<file path="config.mk">
export PLATFORM = sky130hd
export DESIGN_NAME = fetch_unit
export DESIGN_NICKNAME = d
export VERILOG_FILES = /design/src/rtl/fetch_pkg.sv /design/src/rtl/fetch_fifo.sv /design/src/rtl/fetch_unit.sv
export SDC_FILE = /design/constraint.sdc
export NUM_CORES = 1
export LEC_CHECK = 0
export ABC_CLOCK_PERIOD_IN_PS = 6100
export BUFFER_PORTS_ARGS = -buffer_cell sky130_fd_sc_hd__buf_2
export CAP_MARGIN = 0
export CORE_MARGIN = 4
export CORE_UTILIZATION = 32
export DETAILED_ROUTE_END_ITERATION = 10
export PLACE_DENSITY = 0.55
export REMOVE_ABC_BUFFERS = 1
export SLEW_MARGIN = 40
export SYNTH_ARGS = -nofsm -noshare
export SYNTH_HDL_FRONTEND = slang
export SYNTH_SLANG_ARGS = --single-unit
</file>
<file path="constraint.sdc">
create_clock -name clk -period 6.1 [get_ports clk]
set_input_delay 1.22 -clock clk [delete_from_list [all_inputs] [get_ports clk]]
set_output_delay 1.22 -clock clk [all_outputs]
set_load 0.05 [all_outputs]
</file>
<file path="src/rtl/fetch_pkg.sv">
// rtl/fetch_pkg.sv - shared types and constants for the instruction fetch unit
package fetch_pkg;

  localparam int PC_INC     = 4;
  // Buffer entries carry a full 32-bit PC; narrower ADDR_W builds zero-extend into it.
  localparam int ENTRY_PC_W = 32;

  typedef enum logic [2:0] {
    IDLE,
    REQ,
    WAIT,
    HOLD,
    DROP
  } fetch_state_t;

  typedef struct packed {
    logic [ENTRY_PC_W-1:0] pc;
    logic [31:0]           instr;
  } fetch_entry_t;

endpackage

</file>
<file path="src/rtl/fetch_fifo.sv">
// rtl/fetch_fifo.sv - prefetch buffer of fetch_entry_t words with push/pop/clear
module fetch_fifo
  import fetch_pkg::*;
#(
  parameter int DEPTH = 2,
  localparam int PTR_W = $clog2(DEPTH),
  localparam int CNT_W = PTR_W + 1
) (
  input  logic               clk_i,
  input  logic               rst_ni,
  input  logic               push_i,
  input  fetch_entry_t       push_data_i,
  input  logic               pop_i,
  input  logic               clear_i,
  output fetch_entry_t       head_o,
  output logic [CNT_W-1:0]   count_o
);

  logic [PTR_W-1:0] wr_q, rd_q;
  logic [CNT_W-1:0] cnt_q;
  fetch_entry_t     mem_q [DEPTH];

  always_ff @(posedge clk_i or negedge rst_ni) begin
    if (!rst_ni) begin
      wr_q  <= '0;
      rd_q  <= '0;
      cnt_q <= '0;
    end else if (clear_i) begin
      wr_q  <= '0;
      rd_q  <= '0;
      cnt_q <= '0;
    end else begin
      if (push_i) wr_q <= wr_q + 1'b1;
      if (pop_i)  rd_q <= rd_q + 1'b1;
      cnt_q <= cnt_q + CNT_W'(push_i) - CNT_W'(pop_i);
    end
  end

  // Storage needs no reset: the head is only consumed while count_o is non-zero.
  always_ff @(posedge clk_i) begin
    if (push_i && !clear_i) mem_q[wr_q] <= push_data_i;
  end

  assign head_o  = mem_q[rd_q];
  assign count_o = cnt_q;

endmodule

</file>
<file path="src/rtl/fetch_unit.sv">
// rtl/fetch_unit.sv - PC owner and instruction prefetcher feeding decode
// Optional FETCH_STATS_EN adds fetch_count/flush_count outputs.
module fetch_unit
  import fetch_pkg::*;
#(
  parameter int                ADDR_W    = 32,
  parameter logic [ADDR_W-1:0] RESET_PC  = '0,
  parameter int                BUF_DEPTH = 2
) (
  input  logic              clk,
  input  logic              reset,
  output logic              imem_req,
  output logic [ADDR_W-1:0] imem_addr,
  input  logic              imem_gnt,
  input  logic              imem_rvalid,
  input  logic [31:0]       imem_rdata,
  input  logic              pc_src,
  input  logic [ADDR_W-1:0] branch_target,
  input  logic              dec_ready,
  output logic              instr_valid,
  output logic [31:0]       instruction,
  output logic [ADDR_W-1:0] instr_pc
`ifdef FETCH_STATS_EN
  ,
  output logic [31:0]       fetch_count,
  output logic [15:0]       flush_count
`endif
);

  localparam int CNT_W = $clog2(BUF_DEPTH) + 1;

  fetch_state_t      state_q, state_d;
  logic [ADDR_W-1:0] pc_q, pc_d;
  logic [ADDR_W-1:0] req_pc_q, req_pc_d;
  logic [ADDR_W-1:0] target_aligned;
  logic [CNT_W-1:0]  buf_count, count_after;
  fetch_entry_t      head, push_entry;
  logic              push, pop;

  assign target_aligned = {branch_target[ADDR_W-1:2], 2'b00};

  // A redirect suppresses both sides of the buffer in the same cycle.
  assign push        = (state_q == WAIT) && imem_rvalid && !pc_src;
  assign pop         = instr_valid && dec_ready && !pc_src;
  assign count_after = buf_count + CNT_W'(push) - CNT_W'(pop);

  assign push_entry.pc    = ENTRY_PC_W'(req_pc_q);
  assign push_entry.instr = imem_rdata;

  fetch_fifo #(.DEPTH(BUF_DEPTH)) u_fifo (
    .clk_i       (clk),
    .rst_ni      (reset),
    .push_i      (push),
    .push_data_i (push_entry),
    .pop_i       (pop),
    .clear_i     (pc_src),
    .head_o      (head),
    .count_o     (buf_count)
  );

  always_ff @(posedge clk or negedge reset) begin
    if (!reset) begin
      state_q  <= IDLE;
      pc_q     <= RESET_PC;
      req_pc_q <= '0;
    end else begin
      state_q  <= state_d;
      pc_q     <= pc_d;
      req_pc_q <= req_pc_d;
    end
  end

  always_comb begin
    state_d  = state_q;
    pc_d     = pc_q;
    req_pc_d = req_pc_q;
    case (state_q)
      IDLE: state_d = REQ;
      REQ: begin
        if (imem_gnt) begin
          req_pc_d = pc_q;
          pc_d     = pc_q + ADDR_W'(PC_INC);
          state_d  = WAIT;
        end
      end
      WAIT: begin
        if (imem_rvalid) state_d = (count_after < CNT_W'(BUF_DEPTH)) ? REQ : HOLD;
      end
      HOLD: begin
        if (buf_count < CNT_W'(BUF_DEPTH)) state_d = REQ;
      end
      DROP: begin
        if (imem_rvalid) state_d = REQ;
      end
      default: state_d = IDLE;
    endcase

    // Any request already granted must have its response swallowed in DROP.
    if (pc_src) begin
      pc_d = target_aligned;
      case (state_q)
        REQ:     state_d = imem_gnt ? DROP : REQ;
        WAIT:    state_d = imem_rvalid ? REQ : DROP;
        DROP:    state_d = imem_rvalid ? REQ : DROP;
        default: state_d = REQ;
      endcase
    end
  end

  assign imem_req    = (state_q == REQ);
  assign imem_addr   = pc_q;
  assign instr_valid = (buf_count != '0);
  assign instruction = instr_valid ? head.instr : '0;
  assign instr_pc    = instr_valid ? head.pc[ADDR_W-1:0] : '0;

`ifdef FETCH_STATS_EN
  logic [31:0] fetch_count_q;
  logic [15:0] flush_count_q;

  always_ff @(posedge clk or negedge reset) begin
    if (!reset) begin
      fetch_count_q <= '0;
      flush_count_q <= '0;
    end else begin
      fetch_count_q <= fetch_count_q + 32'(pop);
      flush_count_q <= flush_count_q + 16'(pc_src);
    end
  end

  assign fetch_count = fetch_count_q;
  assign flush_count = flush_count_q;
`endif

endmodule
</file>
==> summary.txt, run 1 <==
Clock network
  • Cts bufs inserted: 17
  • Clk sinks: around 190
  • Root Driver: clkbuf_16
  • Setup bufs post-CTS: 0
  • H-tree depth: 4
  • Latest clock arrival within the worst-skew pair: 420 ps
  • CTS tree: done
  • Hold Buf Count CTS: 0
  • Resized Gates After CTS: 0
  • Clock Pin Slew Worst Setup and Hold Paths: roughly 80 ps
  • Longest Clk Path Bufs: 2

Placed design
  • Place WS: 2817 ps
  • Final GP Congestion: 0.7365
  • Port Buf Inserts: between 150 and 200
  • Placed cell areas: 0.009179 mm^2
  • Post-DP HPWL: between 10 and 15 mm

Timing
  • Clock skew: 12.26 ps
  • Hold_ws: between 400 and 500 ps
  • RSZ-0062 raised after global routing: no
  • Slew Limit Fails: 0
  • Endpoints failing hold: 0
  • Maximum clock frequency: between 200 and 300 MHz
  • Setup ws final: approximately 2400 ps
  • Fin crit share: around 60%
  • Final Critical Period: roughly 3700 ps
  • Worst-Margin Slew: between 700 and 800 ps
  • Setup violations, final: 0
  • Setup TNS: 0 ps
  • Relative slew slack: 52.14%

Worst setup path
  • R2r setup slk: 3600 ps
  • Max FO, Critical Path: 40
  • Worst r2r src: state_q[2]
  • Path depth of the worst reg2reg path: 5
  • Worst Path Arrival: ~2500 ps
  • R2r endpoint: imem_addr[15]
  • Startpoint types: register
  • Crit Path Class: reg -> out
  • Critical path capture point type: output pin
  • Critical path data required time: ~5000 ps

Pwr
  • Worst VDD drop: approximately 240 uV
  • Power per cell area: approximately 360 mW/mm^2
  • Leakage: 3.751 nW

Global route
  • Initial antenna violation count: 1
  • Largest net degree at the start of global routing: 68
  • GRT overflow: 0
  • First-pass GRT wire length: approximately 29 mm
  • Number of global-route vias before repair: around 5,200
  • GRT Util Overall: 13.39%

Die
  • Initial Utilization: between 30% and 40%
  • Site Rows: 57
  • Die ar.: 0.02771 mm^2
  • Chip height: roughly 170 um
  • Io pins: approximately 170
  • Die width: between 150 and 200 um
  • Core Box Area: between 0.02 and 0.025 mm^2

Detailed routing
  • Vias: a little over 5,000
  • Drc violations: 0
  • Average wire per cell in the routed design: 16.96 um
  • Routed WL: between 15 and 20 mm
  • Avg Vias per Cell: between 4 and 5
  • Post-route ant nets: 0
  • First DRT Iteration DRCs: about 220
  • First-pass iteration count of the detailed router: 4

Yosys
  • #FFs+latches synth: 191
  • Mapped cell area: between 0.008 and 0.009 mm^2
  • Post-synth ARST share: a little over a third
  • Post-Synthesis Cells: between 500 and 600
  • Yosys warnings: 0
  • Number of synthesized flops with an enable pin: ~120
  • Synthesized area per cell: ~14 um^2
  • Synth top area cells: edfxtp_1 46%, dfrtp_1 21%, mux2i_1 7.8%
  • Distinct cell type count after synthesis: between 40 and 50
  • Post-synthesis sequential area ratio: between 60% and 70%
  • Main synth FF type: edfxtp_1
  • Synth area leader: edfxtp_1
  • Top cell type's share of synthesized area: a little under half

Layout
  • # nets final: 810
  • Diodes inserted: 0
  • Area Growth Syn to Fin: 21.71%
  • Cell area after layout: around 0.0098 mm^2
  • Commonest non-fill, non-tap cell in the layout: buf_2
  • Final Util: about two fifths
  • Most frequent cells in the layout: 160 x buf_2, 124 x edfxtp_1, 88 x nor2_1
  • Share of layout cells above drive strength 1: around 33%

Status
  • Status: finished clean

Min path
  • Cells on Worst Hold Path: 0
  • Hold worst-path end: u_fifo.mem_q[1][53]
  • Min-delay worst type: reg -> reg
  • Hold_sp: req_pc_q[21]

Flow run
  • Max-capacitance violation count: 0
[routing by layer]
| layer | vias to the layer above | global-route usage (%) | part of all wire (%) |
|---|---|---|---|
| li1 | 2453 | - | - |
| met4 | 2 | 2.882 | 0.88 |
| met5 | - | 0 | 0.071 |
| met1 | 2541 | 18.42 | 48 |
| met2 | 118 | 21.73 | 47 |
| met3 | 16 | 3.247 | 4.3 |
[kinds of logic (layout without fill, tap and decap cells)]
kind of cell    Yosys count  in the layout  share of synthesized area, %
simple gates            180            180                         11.52
compound gates           58             58                         4.734
buf+inv                  45            208                         2.523
mux                      94             94                         12.19
xor+xnor                 12             12                         1.308
fa+ha+maj                 3              3                        0.4672
other cells               1              4                       0.04667
flops                   191            191                         67.21
[state kept, by name (all words and copies together), names as in the netlist]
signal	flops
u_fifo.count_o	2
imem_addr	30
u_fifo.rd_q	1
state_q	3
u_fifo.mem_q	124
req_pc_q	30
u_fifo.wr_q	1
[layout make-up]
class	instances	area (um^2)
Multi-Input combinational cell	351	2462
Inverter	9	33.78
Fill cell	2381	14750
Tap cell	324	405.4
Clock inverter	15	175.2
Sequential cell	191	5404
Clock buffer	17	425.4
Timing Repair Buffer	167	873.3
[report_power, final]
part           leakage [nW]  internal [mW]  switching (mW)
Combinational          1.56          0.241           0.423
Sequential             1.90           1.59           0.131
Clock                 0.291          0.587           0.528
Total                  3.75           2.42            1.08
[cells in the mapped netlist, drive strengths merged (2+ instances only)]
library cell  number
a211o              2
a31oi             20
and2               4
and3               4
and4               4
buf               14
clkbuf            22
dfrtp             67
edfxtp           124
ha                 3
inv                9
mux2              31
mux2i             63
nand2             24
nand2b             5
nand3             14
nand4              9
nor2              89
o211ai             3
o21ai             14
o31ai             14
or3                7
or4               16
xnor2              3
xor2               9
[per-stage QoR]
stage               power, mW  cells
floorplan               2.213    551
global placement        2.407   1041
CTS                     3.550   1074
detailed placement      2.425   1042
finish                  3.497   1074
global route            3.678   1074
[critical path, stage by stage (launching register included)]
cell and delay, ps:
dfrtp_4 740, buf_4 660, mux2i_1 160, nor2_1 130, buf_2 280
[worst max path at each step]
stage	from	endpoint	slack, ps	cells after the start
2_1_floorplan	imem_rvalid	u_fifo.mem_q[0][0]	-30	2
3_3_place_gp	imem_gnt	imem_addr[15]	2580	6
3_5_place_dp	u_fifo.rd_q	instr_pc[31]	2820	4
4_1_cts	u_fifo.rd_q	instr_pc[31]	2350	4
5_1_grt	u_fifo.rd_q	instruction[1]	2210	4
6_report	u_fifo.rd_q	instr_pc[31]	2430	4
Note: power is estimated with default switching activity, not from simulation.
==> inputs of run 2 (changes only) <==
--- a/config.mk
+++ b/config.mk
@@ -5,13 +5,13 @@
 export SDC_FILE = /design/constraint.sdc
 export NUM_CORES = 1
 export LEC_CHECK = 0
-export ABC_CLOCK_PERIOD_IN_PS = 6100
+export ABC_CLOCK_PERIOD_IN_PS = 3200
 export BUFFER_PORTS_ARGS = -buffer_cell sky130_fd_sc_hd__buf_2
 export CAP_MARGIN = 0
 export CORE_MARGIN = 4
 export CORE_UTILIZATION = 32
 export DETAILED_ROUTE_END_ITERATION = 10
-export PLACE_DENSITY = 0.55
+export PLACE_DENSITY = 0.57
 export REMOVE_ABC_BUFFERS = 1
 export SLEW_MARGIN = 40
 export SYNTH_ARGS = -nofsm -noshare
==> constraint.sdc (replaced) <==
create_clock -name clk -period 3.2 [get_ports clk]
set_input_delay 0.64 -clock clk [delete_from_list [all_inputs] [get_ports clk]]
set_output_delay 0.64 -clock clk [all_outputs]
set_load 0.05 [all_outputs]
==> run 2 against run 1 <==
Combinational power rose by 94%. Die area did not move. Highest routed layer is now met4. Via count fell by 0.80%. Total power rose by 88%. Count of clock-buffer cells in the layout rose by 4. Non-clock buffer count rose by 5. Largest cell class unchanged. Wire length rose by 1.2%. Sequential power rose by 91%. Setup slack got worse by 2000 ps. Worst hold slack got worse by 240 ps. Cell area rose by 0.14%.
==> summary.txt, run 2 (synthesis gave the netlist of run 1 again) <==
Placed design
  • Place WS: 838.8 ps (-1978 ps)
  • Port Buf Inserts: 161 (unchanged)
  • Post-DP HPWL: 11.81 mm (about the same)
  • Final GP Congestion: 0.7175 (-2.6%)

Clock network
  • Clock Pin Slew Worst Setup and Hold Paths: 70 ps (about the same)
  • Latest clock arrival within the worst-skew pair: 430 ps (about the same)
  • Clk sinks: 191 (unchanged)
  • Setup bufs post-CTS: 0 (unchanged)
  • Resized Gates After CTS: 0 (unchanged)
  • H-tree depth: 4 (unchanged)
  • Cts bufs inserted: 17 (unchanged)
  • Root Driver: clkbuf_16
  • Hold Buf Count CTS: 0 (unchanged)
  • CTS tree: done
  • Longest Clk Path Bufs: 2 (unchanged)

Detailed routing
  • Average wire per cell in the routed design: 17.09 um (+0.73%)
  • First-pass iteration count of the detailed router: 4 (unchanged)
  • Post-route ant nets: 0 (unchanged)
  • First DRT Iteration DRCs: 247 (+13%)
  • Routed WL: 18.44 mm (+1.2%)
  • Avg Vias per Cell: 4.716 (-1.3%)
  • Vias: 5,089 (-0.80%)
  • Drc violations: 0 (unchanged)

Layout
  • Area Growth Syn to Fin: 21.88%
  • Share of layout cells above drive strength 1: 32.72% (+0.18 points)
  • Max reg flops: 124 (unchanged)
  • Diodes inserted: 0 (unchanged)
  • Biggest register: u_fifo.mem_q
  • # nets final: 815 (+0.62%)
  • Most frequent cells in the layout: 160 x buf_2, 124 x edfxtp_1, 88 x nor2_1
  • Fill cells: 2,392 (+0.46%)
  • Commonest non-fill, non-tap cell in the layout: buf_2

Worst setup path
  • Critical-path cell list: buf_4, mux2i_1, nor2_1, buf_2
  • Path depth of the worst reg2reg path: 5 (unchanged)
  • Worst Setup SP: u_fifo.rd_q
  • Max FO, Critical Path: 19 (-53%)
  • Top Family by Delay on Critical Path: flip-flops
  • Critical path data required time: 2560 ps (-2320 ps)
  • Slowest stage cell, crit path: dfrtp_4
  • Worst Path Buf+Inv: 2 (unchanged)
  • R2r setup slk: 990 ps (-2610 ps)
  • R2r endpoint: imem_addr[15]
  • Crit Path Class: reg -> out
  • Worst r2r src: state_q[2]
  • Worst Path Arrival: 2080 ps (-370 ps)
  • Worst path max stage delay: 680 ps (-60 ps)
  • Startpoint types: register
  • Critical path capture point type: output pin

Timing
  • Worst-Margin Slew: 752.1 ps (+34.11 ps)
  • Setup violations, final: 0 (unchanged)
  • Endpoints failing hold: 0 (unchanged)
  • Setup TNS: 0 ps (unchanged)
  • Relative slew slack: 49.86% (-2.3 points)
  • RSZ-0062 raised after global routing: no
  • Fin crit share: approximately 85%
  • Slew Limit Fails: 0 (unchanged)
  • Setup ws final: 475.3 ps (-1959 ps)
  • Final Critical Period: 2725 ps
  • Maximum clock frequency: between 300 and 400 MHz
  • Clock skew: 17.13 ps (+4.874 ps)

Die
  • Initial Utilization: 32.75% (unchanged)
  • Io pins: 168 (unchanged)
  • Core Box Area: 0.02453 mm^2 (unchanged)
  • Site Rows: 57 (unchanged)
  • Die width: 166.5 um (unchanged)
  • Chip height: 166.5 um (unchanged)
  • Die ar.: 0.02771 mm^2 (unchanged)

Global route
  • Largest net degree at the start of global routing: 68 (unchanged)
  • Number of global-route vias before repair: 5,104 (-2.1%)
  • GRT Util Overall: 13.38% (about the same)
  • GRT overflow: 0 (unchanged)
  • First-pass GRT wire length: 29.13 mm (-0.73%)
  • Initial antenna violation count: 0 (-1)

Pwr
  • Pint: 4.569 mW (+89%)
  • Switching part of the total power: 30.69% (-0.25 points)
  • Clk pwr share: 30.7% (-1.2 points)
  • Sw power: 2.023 mW (+87%)
  • Worst VDD drop: 357.2 uV (+52%)
  • Comb pwr share: 19.5% (+0.5 points)
  • Power per cell area: 673.0 mW/mm^2 (+88%)
  • Leakage: 3.760 nW (+0.25%)
  • Sequential Power Share: 49.8% (+0.7 points)

Min path
  • Min-delay worst type: in -> async

Status
  • Status: finished clean

Flow run
  • Max-capacitance violation count: 0 (unchanged)
run 2: cell count changes in the layout (fill, tap and decap cells not counted), moves of 2 or more:
cell      before  now
buf_12         1    3
buf_4          4    8
clkbuf_1       0    2
clkbuf_8       0    2
clkinv_8       3    0
inv_6          5    3
run 2: worst max path at each step:
stage | slack, ps | cells after the start | end
global route | 340 | 4 | instruction[23]
finish | 480 | 4 | instruction[14]
CTS | 410 | 4 | instruction[14]
detailed placement | 840 | 6 | imem_addr[15]
global placement | 810 | 6 | imem_addr[15]
floorplan | -2350 | 2 | u_fifo.mem_q[0][0]
run 2: final cells by class:
type | instances | area, um^2 | area share [%]
Timing Repair Buffer | 172 | 932.1 | 9.518
Clock buffer | 21 | 460.4 | 4.702
Inverter | 9 | 33.78 | 0.3450
Tap cell | 324 | 405.4 | 4.140
Multi-Input combinational cell | 351 | 2459 | 25.11
Clock inverter | 11 | 98.84 | 1.009
Sequential cell | 191 | 5404 | 55.18
run 2: metal layers:
| layer | wire length, um | GRT usage, % | share of wire [%] | vias to the layer above |
|---|---|---|---|---|
| li1 | - | - | - | 2470 |
| met1 | 8482 | 17.85 | 46 | 2490 |
| met2 | 9025 | 22.37 | 49 | 119 |
| met3 | 803 | 3.247 | 4.4 | 10 |
| met4 | 125 | 2.882 | 0.68 | 0 |
| met5 | 0 | 0 | 0 | - |
run 2: per-stage QoR:
| step | power (mW) | hold slack [ps] | instances | util (%) | instance area (um^2) |
|---|---|---|---|---|---|
| 6_report | 6.591 | 224.8 | 1079 | 39.92 | 9793 |
| 3_5_place_dp | 4.643 | 452.4 | 1047 | 37.64 | 9234 |
| 2_1_floorplan | 4.219 | 344.4 | 551 | - | 7878 |
| 3_3_place_gp | 4.608 | 447.7 | 1047 | 37.62 | 9230 |
| 5_1_grt | 6.928 | 251.7 | 1079 | 39.92 | 9793 |
| 4_1_cts | 6.696 | 241.5 | 1079 | 39.92 | 9793 |
run 2: power by group through the flow:
stage / Clock [mW] / Combinational [mW] / Sequential, mW
global placement: 0 / 1.30 / 3.31
CTS: 2.10 / 1.31 / 3.28
detailed placement: 0 / 1.31 / 3.33
global route: 2.20 / 1.40 / 3.32
floorplan: 0 / 0.815 / 3.40
finish: 2.03 / 1.29 / 3.28
